<file path="src/rtl/asip_branch_pkg.sv">
// ---------------------------------------------------------------------------
// asip_branch_pkg
// Shared types and constants for the branch-resolution controller.
//   cond_e    : 3-bit branch condition codes (110/111 are undefined)
//   state_e   : controller FSM states
//   flags_t   : architectural NZCV flag register layout {n,z,c,v}
//   OP_BRANCH : op class of a conditional branch; any other op is a jump
// ---------------------------------------------------------------------------
package asip_branch_pkg;

    typedef enum logic [2:0] {
        AL = 3'b000,
        EQ = 3'b001,
        LT = 3'b010,
        GT = 3'b011,
        LE = 3'b100,
        GE = 3'b101
    } cond_e;

    typedef enum logic [1:0] {
        IDLE  = 2'b00,
        EVAL  = 2'b01,
        FLUSH = 2'b10
    } state_e;

    typedef struct packed {
        logic n;
        logic z;
        logic c;
        logic v;
    } flags_t;

    localparam logic [1:0] OP_BRANCH = 2'b10;

endpackage

</file>
<file path="src/rtl/branch_ctrl_cond_eval.sv">
// ---------------------------------------------------------------------------
// cond_eval
// Purely combinational branch-condition evaluator.
// Ports:
//   flags   in  flags_t  NZCV flags to test against
//   cond    in  3        condition code
//   op      in  2        instruction op class
//   taken   out 1        branch is taken
//   illegal out 1        condition code is undefined (only for real branches)
// ---------------------------------------------------------------------------
module cond_eval
    import asip_branch_pkg::*;
(
    input  flags_t     flags,
    input  logic [2:0] cond,
    input  logic [1:0] op,
    output logic       taken,
    output logic       illegal
);

    logic lt;
    logic unused_carry;

    // Signed less-than: negative result unless the subtraction overflowed.
    assign lt = flags.n ^ flags.v;

    // No supported condition looks at the carry flag.
    assign unused_carry = flags.c;

    // Anything that is not a conditional branch behaves as AL (a jump), so
    // the condition field is ignored and can never be flagged illegal.
    always_comb begin
        taken   = 1'b0;
        illegal = 1'b0;
        if (op != OP_BRANCH) begin
            taken = 1'b1;
        end else begin
            case (cond)
                AL:      taken = 1'b1;
                EQ:      taken = flags.z;
                LT:      taken = lt;
                GT:      taken = ~flags.z & ~lt;
                LE:      taken = flags.z | lt;
                GE:      taken = ~lt;
                default: illegal = 1'b1;
            endcase
        end
    end

endmodule

</file>
<file path="src/rtl/branch_ctrl.sv">
// ---------------------------------------------------------------------------
// branch_ctrl
// Sequential branch-resolution controller. Owns the NZCV flag register,
// accepts one branch request at a time through br_valid/br_ready, resolves
// it in a dedicated EVAL cycle, redirects the PC on a taken branch and then
// holds the front end in flush for FLUSH_CYCLES cycles. Keeps saturating
// taken / not-taken counters for the performance registers.
//
// Optional feature macro: FLAG_FWD_EN
//   defined   : a flag write in the EVAL cycle is forwarded into evaluation
//   undefined : EVAL always sees the registered flags (decode adds a bubble)
//
// Ports:
//   clk           in   core clock, rising edge
//   reset         in   asynchronous, active-low reset
//   flag_we       in   write alu_flags into the flag register
//   alu_flags     in   {N,Z,C,V} from the ALU
//   br_valid      in   branch request valid
//   br_ready      out  controller can accept a request (IDLE)
//   br_op         in   op class, only OP_BRANCH is conditional
//   br_cond       in   condition code
//   br_target     in   branch target address
//   pc_load       out  one-cycle pulse, load pc_target into the PC
//   pc_target     out  redirect address, zero unless pc_load
//   flush         out  squash fetch/decode
//   stall         out  hold decode while busy
//   br_done       out  one-cycle pulse, branch resolved
//   br_taken      out  resolution result, valid with br_done
//   cond_illegal  out  undefined condition code, pulses with br_done
//   flags_q       out  current flag register
//   taken_cnt     out  saturating taken-branch counter
//   nt_cnt        out  saturating not-taken-branch counter
// ---------------------------------------------------------------------------
module branch_ctrl
    import asip_branch_pkg::*;
#(
    parameter int ADDR_W       = 32,
    parameter int FLUSH_CYCLES = 2,
    parameter int CNT_W        = 16
) (
    input  logic              clk,
    input  logic              reset,
    input  logic              flag_we,
    input  logic [3:0]        alu_flags,
    input  logic              br_valid,
    output logic              br_ready,
    input  logic [1:0]        br_op,
    input  logic [2:0]        br_cond,
    input  logic [ADDR_W-1:0] br_target,
    output logic              pc_load,
    output logic [ADDR_W-1:0] pc_target,
    output logic              flush,
    output logic              stall,
    output logic              br_done,
    output logic              br_taken,
    output logic              cond_illegal,
    output logic [3:0]        flags_q,
    output logic [CNT_W-1:0]  taken_cnt,
    output logic [CNT_W-1:0]  nt_cnt
);

    // The flush counter counts down to zero, so it starts one below the
    // requested flush length. With a zero length FLUSH is never entered.
    localparam logic [3:0] FLUSH_LOAD = (FLUSH_CYCLES > 0) ? 4'(FLUSH_CYCLES - 1) : 4'd0;
    localparam bit         HAS_FLUSH  = (FLUSH_CYCLES > 0);

    state_e            state;
    state_e            state_next;
    logic [1:0]        op_q;
    logic [2:0]        cond_q;
    logic [ADDR_W-1:0] target_q;
    flags_t            flags_r;
    flags_t            eval_flags;
    logic [3:0]        flush_cnt;
    logic              cond_taken;
    logic              cond_bad;

`ifdef FLAG_FWD_EN
    // A compare in the same cycle as EVAL wins over the stale register.
    assign eval_flags = flag_we ? flags_t'(alu_flags) : flags_r;
`else
    assign eval_flags = flags_r;
`endif

    cond_eval u_cond_eval (
        .flags   (eval_flags),
        .cond    (cond_q),
        .op      (op_q),
        .taken   (cond_taken),
        .illegal (cond_bad)
    );

    always_ff @(posedge clk or negedge reset) begin
        if (!reset) begin
            state <= IDLE;
        end else begin
            state <= state_next;
        end
    end

    // Request payload is only captured on the accepting IDLE cycle, so it
    // stays stable through EVAL regardless of what decode drives next.
    always_ff @(posedge clk or negedge reset) begin
        if (!reset) begin
            op_q     <= 2'b00;
            cond_q   <= 3'b000;
            target_q <= '0;
        end else if (state == IDLE && br_valid) begin
            op_q     <= br_op;
            cond_q   <= br_cond;
            target_q <= br_target;
        end
    end

    always_ff @(posedge clk or negedge reset) begin
        if (!reset) begin
            flags_r <= '0;
        end else if (flag_we) begin
            flags_r <= flags_t'(alu_flags);
        end
    end

    always_ff @(posedge clk or negedge reset) begin
        if (!reset) begin
            flush_cnt <= 4'd0;
        end else if (state == EVAL && cond_taken) begin
            flush_cnt <= FLUSH_LOAD;
        end else if (state == FLUSH && flush_cnt != 4'd0) begin
            flush_cnt <= flush_cnt - 4'd1;
        end
    end

    always_comb begin
        state_next   = state;
        br_ready     = 1'b0;
        pc_load      = 1'b0;
        pc_target    = '0;
        flush        = 1'b0;
        br_done      = 1'b0;
        br_taken     = 1'b0;
        cond_illegal = 1'b0;
        case (state)
            IDLE: begin
                br_ready = 1'b1;
                if (br_valid) begin
                    state_next = EVAL;
                end
            end
            EVAL: begin
                br_done      = 1'b1;
                br_taken     = cond_taken;
                cond_illegal = cond_bad;
                if (cond_taken) begin
                    pc_load    = 1'b1;
                    pc_target  = target_q;
                    state_next = HAS_FLUSH ? FLUSH : IDLE;
                end else begin
                    state_next = IDLE;
                end
            end
            FLUSH: begin
                flush = 1'b1;
                if (flush_cnt == 4'd0) begin
                    state_next = IDLE;
                end
            end
            default: begin
                state_next = IDLE;
            end
        endcase
    end

    assign stall   = (state != IDLE);
    assign flags_q = flags_r;

    // Illegal codes resolve as not taken and are counted as such.
    always_ff @(posedge clk or negedge reset) begin
        if (!reset) begin
            taken_cnt <= '0;
            nt_cnt    <= '0;
        end else if (br_done) begin
            if (br_taken) begin
                if (taken_cnt != '1) begin
                    taken_cnt <= taken_cnt + 1'b1;
                end
            end else begin
                if (nt_cnt != '1) begin
                    nt_cnt <= nt_cnt + 1'b1;
                end
            end
        end
    end

endmodule

</file>
<file path="config.mk">
export PLATFORM = sky130hd
export DESIGN_NAME = branch_ctrl
export DESIGN_NICKNAME = d
export VERILOG_FILES = /design/src/rtl/asip_branch_pkg.sv /design/src/rtl/branch_ctrl_cond_eval.sv /design/src/rtl/branch_ctrl.sv
export SDC_FILE = /design/constraint.sdc
export NUM_CORES = 1
export LEC_CHECK = 0
export CAP_MARGIN = 25
export CORE_UTILIZATION = 42
export CTS_CLUSTER_DIAMETER = 30
export DETAILED_ROUTE_END_ITERATION = 8
export PLACE_DENSITY = 0.84
export SLEW_MARGIN = 20
export SYNTH_ARGS = -nofsm -noshare
export SYNTH_HDL_FRONTEND = slang
export SYNTH_HIERARCHICAL = 1
export SYNTH_SLANG_ARGS = --single-unit
</file>
<file path="constraint.sdc">
create_clock -name clk -period 2.25 [get_ports clk]
set_clock_uncertainty 0.05 [all_clocks]
set_input_delay 0.45 -clock clk [delete_from_list [all_inputs] [get_ports clk]]
set_output_delay 0.45 -clock clk [all_outputs]
set_load 0.1 [all_outputs]
</file>
==> results.cfg <==
[layout]
drive_above_1_share_pct = 51.33
multi_input_area_um2 = 1908
final_cell_mix = dfrtp_1, buf_4, mux2_2, clkdlybuf4s50_1, buf_12
area_delta_synth_final_pct = 63.34
seq_area_um2 = 2006
antennaDiodeCount = 0
nets = 496
mostFrequentLayoutCell = dfrtp_1
fill_cells = 543

[floorplanning]
start_util_pct = 44.22
die_x_um = 95.94
die_h_um = 95.94
rows = 33
dieArea_um2 = 9204
coreArea_um2 = 8382
io_pins = 120

[yosys]
ys_warn_count = 6
synth_edf_count = 0
synth_top_area_share_pct = 53.34
yosys.cell_types.count = 43
ys_seq_area_share_pct = 53.34
syn_inst = 308
synth_fp_nets = 357
synthArstFlopShare_pct = 100.0
synth_ff_type = dfrtp_1
syn-cell-area_um2 = 3706
synth_seq_cells = 79
ys_top_cells_by_area = dfrtp_1, mux2_2, xnor2_1
synth_largest_area_cell = dfrtp_1
avgSynthCellArea_um2 = 12.03

[drt]
totalWireLength_mm = 9.475
wl_per_cell_um = 17.01
ant_nets = 0
vias_per_cell = 5.321
drcViolationCount = 0
initialDrtViolationCount = 74
vias = 2964
firstDrtPassIters = 4

[clock_network]
tritoncts = yes
cts_buffers = 9
path_clk_slew_ns = 0.08
hold_buffers = 0
cts.htree.levels = 3
clk_path_buf_depth = 2
clock_sinks = 79
clock_latency_ns = 0.35
root_buffer = clkbuf_8

[setup_path]
cp_max_fo = 16
end_kind = primary output
cp-start-kind = flip-flop
crit_required_ns = 1.75
critical_path_class = reg2out
worst_ep_arrival_time_ns = 2.09

[status]
failed_checks = setup timing
status = finished, violations left

[sta]
fmax_ghz = 0.3858
period_minus_slack_ns = 2.592
worstMarginPinSlew_ns = 0.5145
rsz0062_at_grt = true
setup_ws_ns = -0.3422
maxSlewHeadroom_pct = 65.70
final_hold_viol_count = 0
maxSlewViolCount = 0
hold_ws_ns = 0.02232
fin_crit_sh_pct = 115.2
setup_viol = 60

[global_routing]
gr-total-overflow = 0
grt_pass1_wl_mm = 14.97
grt_max_degree = 42
gr-usage-all-layers_pct = 21.50
first_global_vias = 2980
antenna_found_initial = 0

[hold_path]
hp-class = in2async

[power]
p_leak_nw = 2.583
worst_ir_drop_vdd_mv = 1.241
powerDensity_nw_per_um2 = 1380
total_power_w = 0.008353

[placed_design]
dp_hpwl_mm = 6.394
gp_congestion = 0.8070
io_buffers = 119

[job]
cap_violations = 0
[cells in the mapped netlist, types with 2 or more instances]
cell type,number
xnor2_1,29
ha_1,4
nand3_1,12
nand2b_1,2
nor2_1,8
nand3b_1,2
o211ai_1,4
buf_6,2
nor3_1,4
o21ai_0,2
and3_1,37
mux2_2,43
and4_1,3
or2_2,2
and2_1,5
nand4_1,11
buf_2,5
xor2_1,4
nand2_1,12
clkbuf_1,7
inv_1,6
nor4bb_1,2
o2111ai_1,4
dfrtp_1,79
[power by group]
group,switching (W),internal [W],leakage [nW]
clock,0.000504,0.000738,0.115
sequential,0.000338,0.00189,0.967
combinational,0.00295,0.00193,1.50
total,0.00379,0.00456,2.58
[worst paths after layout]
path                                   start       endpoint  slack (ns)  cells past startpoint
worst max-delay path              flags_q[3]  pc_target[31]       -0.34                      6
worst min register to register  taken_cnt[5]   taken_cnt[5]        0.44                      1
min in group clk                taken_cnt[5]   taken_cnt[5]        0.44                      1
max in group asynchronous              reset   taken_cnt[3]        1.52                      2
worst max register to register    flags_q[3]     nt_cnt[14]       -0.28                     10
worst min-delay path                   reset     flags_q[2]        0.02                      1
[timing repair]
action                                  4_1_cts  5_1_grt
gates cloned                                  1        0
endpoints found under the hold margin         0        0
gates resized for setup                      13        5
setup buffers                                 5        1
endpoints found under the setup margin       54       64
pin swaps                                     5        5
[worst max-delay path, stage by stage (launching register included)]
cell and delay (ns):
dfrtp_4 0.49, xnor2_2 0.16, a211o_1 0.27, a41o_4 0.30
buf_12 0.16, and3_2 0.19, buf_12 0.16
[area by class of cell]
cell class                      instances  share of cell area, %
Multi-Input combinational cell        207                  31.52
Clock inverter                          4                  1.571
Tap cell                              105                  2.170
Sequential cell                        79                  33.13
Timing Repair Buffer                  143                  28.79
Inverter                                7                 0.5788
Clock buffer                           12                  2.232
[per-layer routing]
layer	vias to the layer above	GRT usage [%]	wire length, um
met4	0	7.836	104
met1	1465	27.87	4075
met2	104	35.65	4722
li1	1383	-	-
met5	-	0	0
met3	12	4.344	573
[metrics by stage]
step           TNS, ns  util (%)  std cells  setup WS, ns  cell area, um2
5_1_grt         -18.37     72.22        557       -0.4039            6053
3_3_place_gp   -0.7934     67.43        534      -0.05150            5652
6_report        -13.04     72.22        557       -0.3422            6053
2_1_floorplan   -6.020         -        308       -0.3796            3973
3_5_place_dp    -2.230     67.43        534       -0.1427            5652
4_1_cts         -12.85     71.76        556       -0.3552            6015
[flip-flops by register name, indices dropped and copies added, names as in the netlist]
signal and flops:
nt_cnt 16, target_q 32, op_q 2, flags_q 4, flush_cnt 4, taken_cnt 16, cond_q 3, state 2
[cell families (layout without fill, tap and decap cells)]
family / after synthesis / after routing / share of synthesized area [%]
buf+inv: 22 / 166 / 2.903
fa+ha+maj: 4 / 4 / 1.350
mux: 44 / 44 / 13.47
flops: 79 / 79 / 53.34
compound gates: 14 / 14 / 2.937
xor+xnor: 33 / 33 / 7.799
simple gates: 112 / 112 / 18.20
Power figures use the tool's default switching activity.
